## src/rtl/prim_onehot_check_pipe_pkg.sv

```systemverilog
// -----------------------------------------------------------------------------
// prim_onehot_check_pipe_pkg
//
// Shared types and constants for the pipelined multi-channel onehot checker.
//   alert_state_e : alert handshake FSM encoding (unused code 2'b11 -> IDLE)
//   ErrCntWidth   : width of the optional error-cycle counter
// -----------------------------------------------------------------------------
package prim_onehot_check_pipe_pkg;

  typedef enum logic [1:0] {
    IDLE = 2'b00,
    REQ  = 2'b01,
    ACK  = 2'b10
  } alert_state_e;

  localparam int unsigned ErrCntWidth = 16;

endpackage : prim_onehot_check_pipe_pkg

```

## src/rtl/prim_onehot_check_core.sv

```systemverilog
// -----------------------------------------------------------------------------
// prim_onehot_check_core
//
// Combinational single-channel onehot check. The onehot vector is padded to
// 2**AddrWidth leaves and reduced through a binary tree; each tree node carries
// "any bit set" and "more than one bit set" for its subtree.
//
// Ports:
//   oh         in  OneHotWidth  onehot vector
//   addr       in  AddrWidth    expected position of the set bit
//   en         in  1            expected enable
//   oh0_err    out 1            more than one bit set
//   enable_err out 1            (|oh) disagrees with en
//   addr_err   out 1            set bit is not at addr
// -----------------------------------------------------------------------------
module prim_onehot_check_core #(
  parameter int unsigned AddrWidth   = 5,
  parameter int unsigned OneHotWidth = 2**AddrWidth,
  parameter bit          AddrCheck   = 1'b1,
  parameter bit          EnableCheck = 1'b1,
  parameter bit          StrictCheck = 1'b1
) (
  input  logic [OneHotWidth-1:0] oh,
  input  logic [AddrWidth-1:0]   addr,
  input  logic                   en,
  output logic                   oh0_err,
  output logic                   enable_err,
  output logic                   addr_err
);

  localparam int unsigned NumLeaves = 2**AddrWidth;

  typedef struct packed {
    logic any;
    logic multi;
  } tree_t;

  // Level-by-level reduction done in place: node i of the next level is
  // written from nodes 2i and 2i+1, which are never read again afterwards.
  function automatic tree_t tree_reduce(input logic [NumLeaves-1:0] leaves);
    logic [NumLeaves-1:0] any_v;
    logic [NumLeaves-1:0] multi_v;
    tree_t                res;
    any_v   = leaves;
    multi_v = '0;
    for (int l = AddrWidth; l > 0; l--) begin
      for (int i = 0; i < (1 << (l - 1)); i++) begin
        multi_v[i] = multi_v[2*i] | multi_v[2*i+1] | (any_v[2*i] & any_v[2*i+1]);
        any_v[i]   = any_v[2*i] | any_v[2*i+1];
      end
    end
    res.any   = any_v[0];
    res.multi = multi_v[0];
    return res;
  endfunction

  logic [NumLeaves-1:0] oh_pad;
  tree_t                tree;

  // Positions beyond OneHotWidth read as zero, so an out-of-range address
  // with any bit set is reported as an address error.
  assign oh_pad = NumLeaves'(oh);
  assign tree   = tree_reduce(oh_pad);

  assign oh0_err = tree.multi;

  assign enable_err = !EnableCheck ? 1'b0 :
                      StrictCheck  ? (tree.any ^ en) :
                                     (~en & tree.any);

  // The address check only makes sense alongside the enable check.
  assign addr_err = (AddrCheck && EnableCheck) ? (tree.any ^ oh_pad[addr]) : 1'b0;

endmodule : prim_onehot_check_core

```

## src/rtl/prim_onehot_check_pipe.sv

```systemverilog
// -----------------------------------------------------------------------------
// prim_onehot_check_pipe
//
// Checks NumChan onehot/address/enable tuples per cycle, pipes the per-channel
// error PipeStages cycles, filters it through a consecutive-error threshold,
// latches fatal channels and raises a four-phase alert request.
//
// Optional build macro: PRIM_ONEHOT_CHECK_ERR_CNT_EN adds err_cnt_o, a
// saturating count of cycles in which any err_o bit is set.
//
// Ports:
//   clk_i        in  1                      clock
//   rst_i        in  1                      synchronous active-high reset
//   valid_i      in  NumChan                per-channel qualifier
//   oh_i         in  NumChan*OneHotWidth    onehot vectors, channel c at [c*OneHotWidth +: OneHotWidth]
//   addr_i       in  NumChan*AddrWidth      addresses, packed the same way
//   en_i         in  NumChan                expected enables
//   clr_i        in  1                      clears err_chan_o/counters, IDLE only
//   alert_ack_i  in  1                      alert acknowledge
//   err_o        out NumChan                piped raw per-channel error
//   err_chan_o   out NumChan                sticky channels that reached ErrThresh
//   fatal_o      out 1                      sticky fatal, reset only
//   alert_req_o  out 1                      alert request
//   err_cnt_o    out ErrCntWidth            (macro only) error-cycle counter
//
// Handshake: alert_req_o rises on entry to REQ and stays high until
// alert_ack_i is seen high; the FSM then waits in ACK with alert_req_o low
// until alert_ack_i drops, and only then returns to IDLE. Events seen while
// busy are remembered in a pending flag and raise one further request.
// -----------------------------------------------------------------------------
module prim_onehot_check_pipe
  import prim_onehot_check_pipe_pkg::*;
#(
  parameter int unsigned NumChan     = 2,
  parameter int unsigned AddrWidth   = 5,
  parameter int unsigned OneHotWidth = 2**AddrWidth,
  parameter bit          AddrCheck   = 1'b1,
  parameter bit          EnableCheck = 1'b1,
  parameter bit          StrictCheck = 1'b1,
  parameter int unsigned PipeStages  = 1,
  parameter int unsigned ErrThresh   = 1
) (
  input  logic                           clk_i,
  input  logic                           rst_i,
  input  logic [NumChan-1:0]             valid_i,
  input  logic [NumChan*OneHotWidth-1:0] oh_i,
  input  logic [NumChan*AddrWidth-1:0]   addr_i,
  input  logic [NumChan-1:0]             en_i,
  input  logic                           clr_i,
  input  logic                           alert_ack_i,
  output logic [NumChan-1:0]             err_o,
  output logic [NumChan-1:0]             err_chan_o,
  output logic                           fatal_o,
  output logic                           alert_req_o
`ifdef PRIM_ONEHOT_CHECK_ERR_CNT_EN
  ,
  output logic [ErrCntWidth-1:0]         err_cnt_o
`endif
);

  localparam int unsigned CntWidth = $clog2(ErrThresh + 1);
  localparam logic [CntWidth-1:0] CntMax   = CntWidth'(ErrThresh);
  localparam logic [CntWidth-1:0] CntMaxM1 = CntWidth'(ErrThresh - 1);

  // ---------------------------------------------------------------------------
  // Per-channel combinational check
  // ---------------------------------------------------------------------------
  logic [NumChan-1:0] raw;

  for (genvar c = 0; c < NumChan; c++) begin : g_chan
    logic oh0_err;
    logic enable_err;
    logic addr_err;

    prim_onehot_check_core #(
      .AddrWidth   (AddrWidth),
      .OneHotWidth (OneHotWidth),
      .AddrCheck   (AddrCheck),
      .EnableCheck (EnableCheck),
      .StrictCheck (StrictCheck)
    ) u_core (
      .oh         (oh_i[c*OneHotWidth +: OneHotWidth]),
      .addr       (addr_i[c*AddrWidth +: AddrWidth]),
      .en         (en_i[c]),
      .oh0_err    (oh0_err),
      .enable_err (enable_err),
      .addr_err   (addr_err)
    );

    assign raw[c] = valid_i[c] & (oh0_err | enable_err | addr_err);
  end

  // ---------------------------------------------------------------------------
  // Error / valid pipeline
  // ---------------------------------------------------------------------------
  logic [NumChan-1:0] err_p;
  logic [NumChan-1:0] v_p;

  if (PipeStages == 0) begin : g_nopipe
    assign err_p = raw;
    assign v_p   = valid_i;
  end else begin : g_pipe
    logic [NumChan-1:0] err_q [PipeStages];
    logic [NumChan-1:0] v_q   [PipeStages];

    always_ff @(posedge clk_i) begin
      if (rst_i) begin
        for (int i = 0; i < PipeStages; i++) begin
          err_q[i] <= '0;
          v_q[i]   <= '0;
        end
      end else begin
        err_q[0] <= raw;
        v_q[0]   <= valid_i;
        for (int i = 1; i < PipeStages; i++) begin
          err_q[i] <= err_q[i-1];
          v_q[i]   <= v_q[i-1];
        end
      end
    end

    assign err_p = err_q[PipeStages-1];
    assign v_p   = v_q[PipeStages-1];
  end

  assign err_o = err_p;

  // ---------------------------------------------------------------------------
  // Threshold counters and fatal events
  // ---------------------------------------------------------------------------
  alert_state_e state_q, state_d;
  logic         pending_q, pending_d;

  logic [NumChan-1:0][CntWidth-1:0] cnt_q;
  logic [NumChan-1:0]               ev;
  logic                             any_ev;
  logic                             clr_ok;

  assign clr_ok = clr_i & (state_q == IDLE);

  // An event fires only on the step from ErrThresh-1 to ErrThresh, so a
  // counter sitting at saturation does not re-trigger.
  always_comb begin
    ev = '0;
    for (int c = 0; c < NumChan; c++) begin
      ev[c] = v_p[c] & err_p[c] & (cnt_q[c] == CntMaxM1);
    end
  end

  assign any_ev = |ev;

  always_ff @(posedge clk_i) begin
    if (rst_i) begin
      cnt_q <= '0;
    end else begin
      for (int c = 0; c < NumChan; c++) begin
        if (clr_ok) begin
          cnt_q[c] <= '0;
        end else if (v_p[c] && err_p[c]) begin
          if (cnt_q[c] != CntMax) begin
            cnt_q[c] <= cnt_q[c] + 1'b1;
          end
        end else if (v_p[c]) begin
          cnt_q[c] <= '0;
        end
      end
    end
  end

  // Sticky records; a new event wins over a coincident clear.
  logic [NumChan-1:0] err_chan_q;
  logic               fatal_q;

  always_ff @(posedge clk_i) begin
    if (rst_i) begin
      err_chan_q <= '0;
      fatal_q    <= 1'b0;
    end else begin
      err_chan_q <= clr_ok ? ev : (err_chan_q | ev);
      fatal_q    <= fatal_q | any_ev;
    end
  end

  assign err_chan_o = err_chan_q;
  assign fatal_o    = fatal_q;

  // ---------------------------------------------------------------------------
  // Alert handshake FSM
  // ---------------------------------------------------------------------------
  always_ff @(posedge clk_i) begin
    if (rst_i) begin
      state_q   <= IDLE;
      pending_q <= 1'b0;
    end else begin
      state_q   <= state_d;
      pending_q <= pending_d;
    end
  end

  always_comb begin
    state_d   = state_q;
    pending_d = pending_q;
    case (state_q)
      IDLE: begin
        if (any_ev || pending_q) begin
          state_d   = REQ;
          pending_d = 1'b0;
        end
      end
      REQ: begin
        if (any_ev) pending_d = 1'b1;
        if (alert_ack_i) state_d = ACK;
      end
      ACK: begin
        if (any_ev) pending_d = 1'b1;
        if (!alert_ack_i) state_d = IDLE;
      end
      default: begin
        state_d = IDLE;
      end
    endcase
  end

  assign alert_req_o = (state_q == REQ);

  // ---------------------------------------------------------------------------
  // Optional error-cycle counter
  // ---------------------------------------------------------------------------
`ifdef PRIM_ONEHOT_CHECK_ERR_CNT_EN
  logic [ErrCntWidth-1:0] err_cnt_q;

  always_ff @(posedge clk_i) begin
    if (rst_i) begin
      err_cnt_q <= '0;
    end else if (clr_ok) begin
      err_cnt_q <= '0;
    end else if ((|err_p) && (err_cnt_q != {ErrCntWidth{1'b1}})) begin
      err_cnt_q <= err_cnt_q + 1'b1;
    end
  end

  assign err_cnt_o = err_cnt_q;
`endif

endmodule : prim_onehot_check_pipe

```

## config.mk

```make
export PLATFORM = sky130hd
export DESIGN_NAME = prim_onehot_check_pipe
export DESIGN_NICKNAME = d
export VERILOG_FILES = /design/src/rtl/prim_onehot_check_pipe_pkg.sv /design/src/rtl/prim_onehot_check_core.sv /design/src/rtl/prim_onehot_check_pipe.sv
export SDC_FILE = /design/constraint.sdc
export NUM_CORES = 1
export LEC_CHECK = 0
export CORE_AREA = 3 3 71 73
export DETAILED_ROUTE_END_ITERATION = 8
export DIE_AREA = 0 0 74 76
export PLACE_DENSITY = 0.8
export SYNTH_ARGS = -nofsm -noshare
export SYNTH_HDL_FRONTEND = slang
export SYNTH_HIERARCHICAL = 1
export SYNTH_SLANG_ARGS = --single-unit
export TNS_END_PERCENT = 50
```

## constraint.sdc

```tcl
create_clock -name clk_i -period 2.3 [get_ports clk_i]
set_input_delay 0.345 -clock clk_i [delete_from_list [all_inputs] [get_ports clk_i]]
set_output_delay 0.345 -clock clk_i [all_outputs]
set_load 0.01 [all_outputs]
```

==> qor.csv <==
stage,metric,value,unit
route,number of remaining DRC errors,0,
cts,clock transition at the registers of the reported paths,0.05,ns
logic_synthesis,Yosys cell types,33,
logic_synthesis,register area share after synthesis,12.86,%
placement,IO Port Bufs,87,
status,status,"complete, no violations",
logic_synthesis,Synth Area in Compound Gates,24.51,%
timing,fin crit share,90.41,%
die,Initial Util,42.32,%
route,remaining antenna violation count,0,
setup_path,crit path max fanout,4,
grt,initial antenna violation count,0,
timing,Fmax,0.4809,GHz
cts,clk sinks,12,
logic_synthesis,post-synthesis instance area,1868,um2
pwr,Lkg Pwr,1.112,nW
finish,final net count,395,
cts,Clock Latency Late Sink,0.24,ns
worst_hold_path,worst hold path cell count,2,
logic_synthesis,cells after synthesis,185,
cts,Post-CTS Setup Bufs,0,
finish,Ant. Diodes,0,
cts,clk buf depth,2,
timing,worst hold slack,0.4583,ns
setup_path,"Req. time, crit path",2.43,ns
setup_path,reg2reg end,state_q[0],
die,Top Ports,88,
die,Die W,74,um
timing,Pins Over Slew Limit,0,
finish,area of the multi-input gates,1568,um2
timing,final setup violation count,0,
grt,largest net degree at the start of global routing,9,
die,Die Ht,76,um
setup_path,WS Path Type,in -> reg,
logic_synthesis,post-synthesis simple-gate area fraction,29.67,%
placement,placed insts,355,
route,via count,2226,
logic_synthesis,"Avg Cell Area, Syn",10.10,um2
logic_synthesis,Syn Nets,272,
worst_hold_path,Hold WC Path Type,reg -> reg,
finish,register area,240.2,um2
finish,layout cells sized above 1,21.82,%
logic_synthesis,adder-cell area share of the yosys netlist,3.349,%
timing,worst clock skew,0.001591,ns
timing,RSZ-0062 raised after global routing,no,
flow_run,Max-Cap Viols,0,
finish,fin cells,359,
cts,hold buffer count at CTS,0,
setup_path,R2R depth,5,
route,DRT Pass-1 Iters,4,
logic_synthesis,Yosys warning count,6,
logic_synthesis,multiplexer share of the synthesized area,25.45,%
cts,CTS buffer count,3,
logic_synthesis,xor-xnor portion of the synthesized cell area,0.9377,%
route,DRT Wirelength,6273,um
pwr,PwrDens,344.0,nW/um2
die,total die area,5624,um2
logic_synthesis,synthesized flop and latch total,12,
setup_path,r2r setup slk,0.77,ns
setup_path,startpoint types,primary input,
cts,post-CTS resize count,0,
worst_hold_path,worst hold endpoint,err_chan_o[0],
cts,# H-tree levels,1,
route,WL per Instance,17.47,um
finish,post-layout util,70.32,%
timing,relative slew slack,66.28,%
grt,vias in the first global route,2336,
timing,min Tclk post-route,2.079,ns
timing,Worst Max-Slew Pin Slew,0.4917,ns
placement,GP Congestion,0.8764,
setup_path,Crit. End Element,flip-flop,
setup_path,RR Startpoint,state_q[1],
grt,gr ovfl total,0,
timing,final hold violation count,0,
pwr,Tot Pwr,1.068,mW
die,core area,4414,um2
pwr,Peak VDD IR,202.7,uV
finish,Layout area overhead,66.18,%
logic_synthesis,largest family of logic cells by synthesized area,simple AND/OR/NAND/NOR gates,
cts,CTS tree,built,
worst_hold_path,hold path start,err_chan_o[0],
cts,root buf cell,clkbuf_8,
die,Cell Rows,24,
route,Starting DRT DRC Count,142,
setup_path,CP Data Arrival Time,2.21,ns
grt,GRT Overall Usage,22.79,%
placement,hpwl dp,5401,um
finish,fill count,350,
route,mean number of vias per cell,6.201,
grt,first-pass GRT wire length,10490,um
==> sequential cells by signal, summed over array words and instances (netlist names) <==
signal        count
fatal_o           1
err_chan_o        2
state_q           2
pending_q         1
cnt_q             2
g_pipe.v_q        2
g_pipe.err_q      2
==> cell usage after synthesis (all sizes together) <==
cell	number	area (um2)
and3b	2	17.52
o21ai	3	15.01
buf	3	33.78
nand3	4	20.02
a2111oi	2	30.03
a22oi	22	165.2
nor3	1	5.000
nor4	18	265.3
nor2	9	33.78
o211ai	6	45.04
dfxtp	12	240.2
mux4	16	405.4
o22ai	22	137.6
nand2b	3	18.77
mux2i	7	70.07
clkbuf	3	11.26
o31a	2	17.52
ha	5	62.56
nand4	10	75.07
xnor2	2	17.52
a21oi	4	20.02
or4	2	15.01
a22o	1	10.01
inv	4	15.01
nor2b	10	62.56
o2111ai	2	17.52
nand3b	1	7.510
nand2	9	33.78
==> report_power, final <==
| part | leakage (nW) | total [mW] | internal, mW | switching [mW] |
|---|---|---|---|---|
| registers | 0.0984 | 0.247 | 0.229 | 0.0171 |
| logic | 0.984 | 0.594 | 0.325 | 0.269 |
| clock network | 0.0288 | 0.228 | 0.151 | 0.0766 |
| total | 1.11 | 1.07 | 0.705 | 0.363 |
==> cell type report <==
| type | count | share of cell area, % |
|---|---|---|
| Timing Repair Buffer | 124 | 37.40 |
| Tap cell | 52 | 2.096 |
| Multi-Input combinational cell | 163 | 50.50 |
| Inverter | 4 | 0.4837 |
| Sequential cell | 12 | 7.739 |
| Clock buffer | 4 | 1.773 |
==> layer usage <==
| metal | GRT usage (%) | share of wire (%) | vias up |
|---|---|---|---|
| met5 | 0 | 0 | - |
| met2 | 42.29 | 54 | 94 |
| met1 | 27.06 | 40 | 1056 |
| li1 | - | - | 1062 |
| met4 | 4.891 | 1.5 | 0 |
| met3 | 2.902 | 5.1 | 14 |
==> logic make-up after synthesis <==
family | after synthesis
fa+ha+maj | 5
simple gates | 69
mux | 23
compound gates | 64
flops | 12
buf+inv | 10
xor+xnor | 2
==> worst max-delay path: stages <==
cell,delay [ns]
clkdlybuf4s50_1,0.52
nor4_4,0.38
nand4_2,0.16
a2111oi_2,0.40
nand3_1,0.13
o31a_1,0.28
==> cell usage in the layout, fill, tap and decap left out, drive strengths merged, types with 5 or more instances in the layout <==
cell type / netlist / final
a22oi: 22 / 22
buf: 3 / 37
clkdlybuf4s50: 0 / 87
dfxtp: 12 / 12
ha: 5 / 5
mux2i: 7 / 7
mux4: 16 / 16
nand2: 9 / 9
nand4: 10 / 10
nor2: 9 / 9
nor2b: 10 / 10
nor4: 18 / 18
o211ai: 6 / 6
o22ai: 22 / 22
==> stage by stage <==
| step | area, um2 | setup slack [ns] | setup TNS, ns |
|---|---|---|---|
| after floorplan | 1868 | 0.5805 | 0 |
| after global placement | 3049 | 0.02197 | 0 |
| after detailed placement | 3049 | -0.02143 | -0.04087 |
| after CTS | 3104 | 0.2274 | 0 |
| after global routing | 3104 | 0.1011 | 0 |
| final | 3104 | 0.2207 | 0 |
==> worst max-delay path by stage <==
stage / cells past startpoint / startpoint / end / slack (ns)
floorplan: 5 / oh_i[1] / g_pipe.err_q[0][0] / 0.58
global placement: 6 / oh_i[5] / g_pipe.err_q[0][0] / 0.02
detailed placement: 6 / oh_i[45] / g_pipe.err_q[0][1] / -0.02
CTS: 7 / addr_i[1] / g_pipe.err_q[0][0] / 0.23
global route: 7 / oh_i[32] / g_pipe.err_q[0][1] / 0.10
finish: 6 / oh_i[45] / g_pipe.err_q[0][1] / 0.22
No activity file was read; power rests on OpenSTA's default activity.
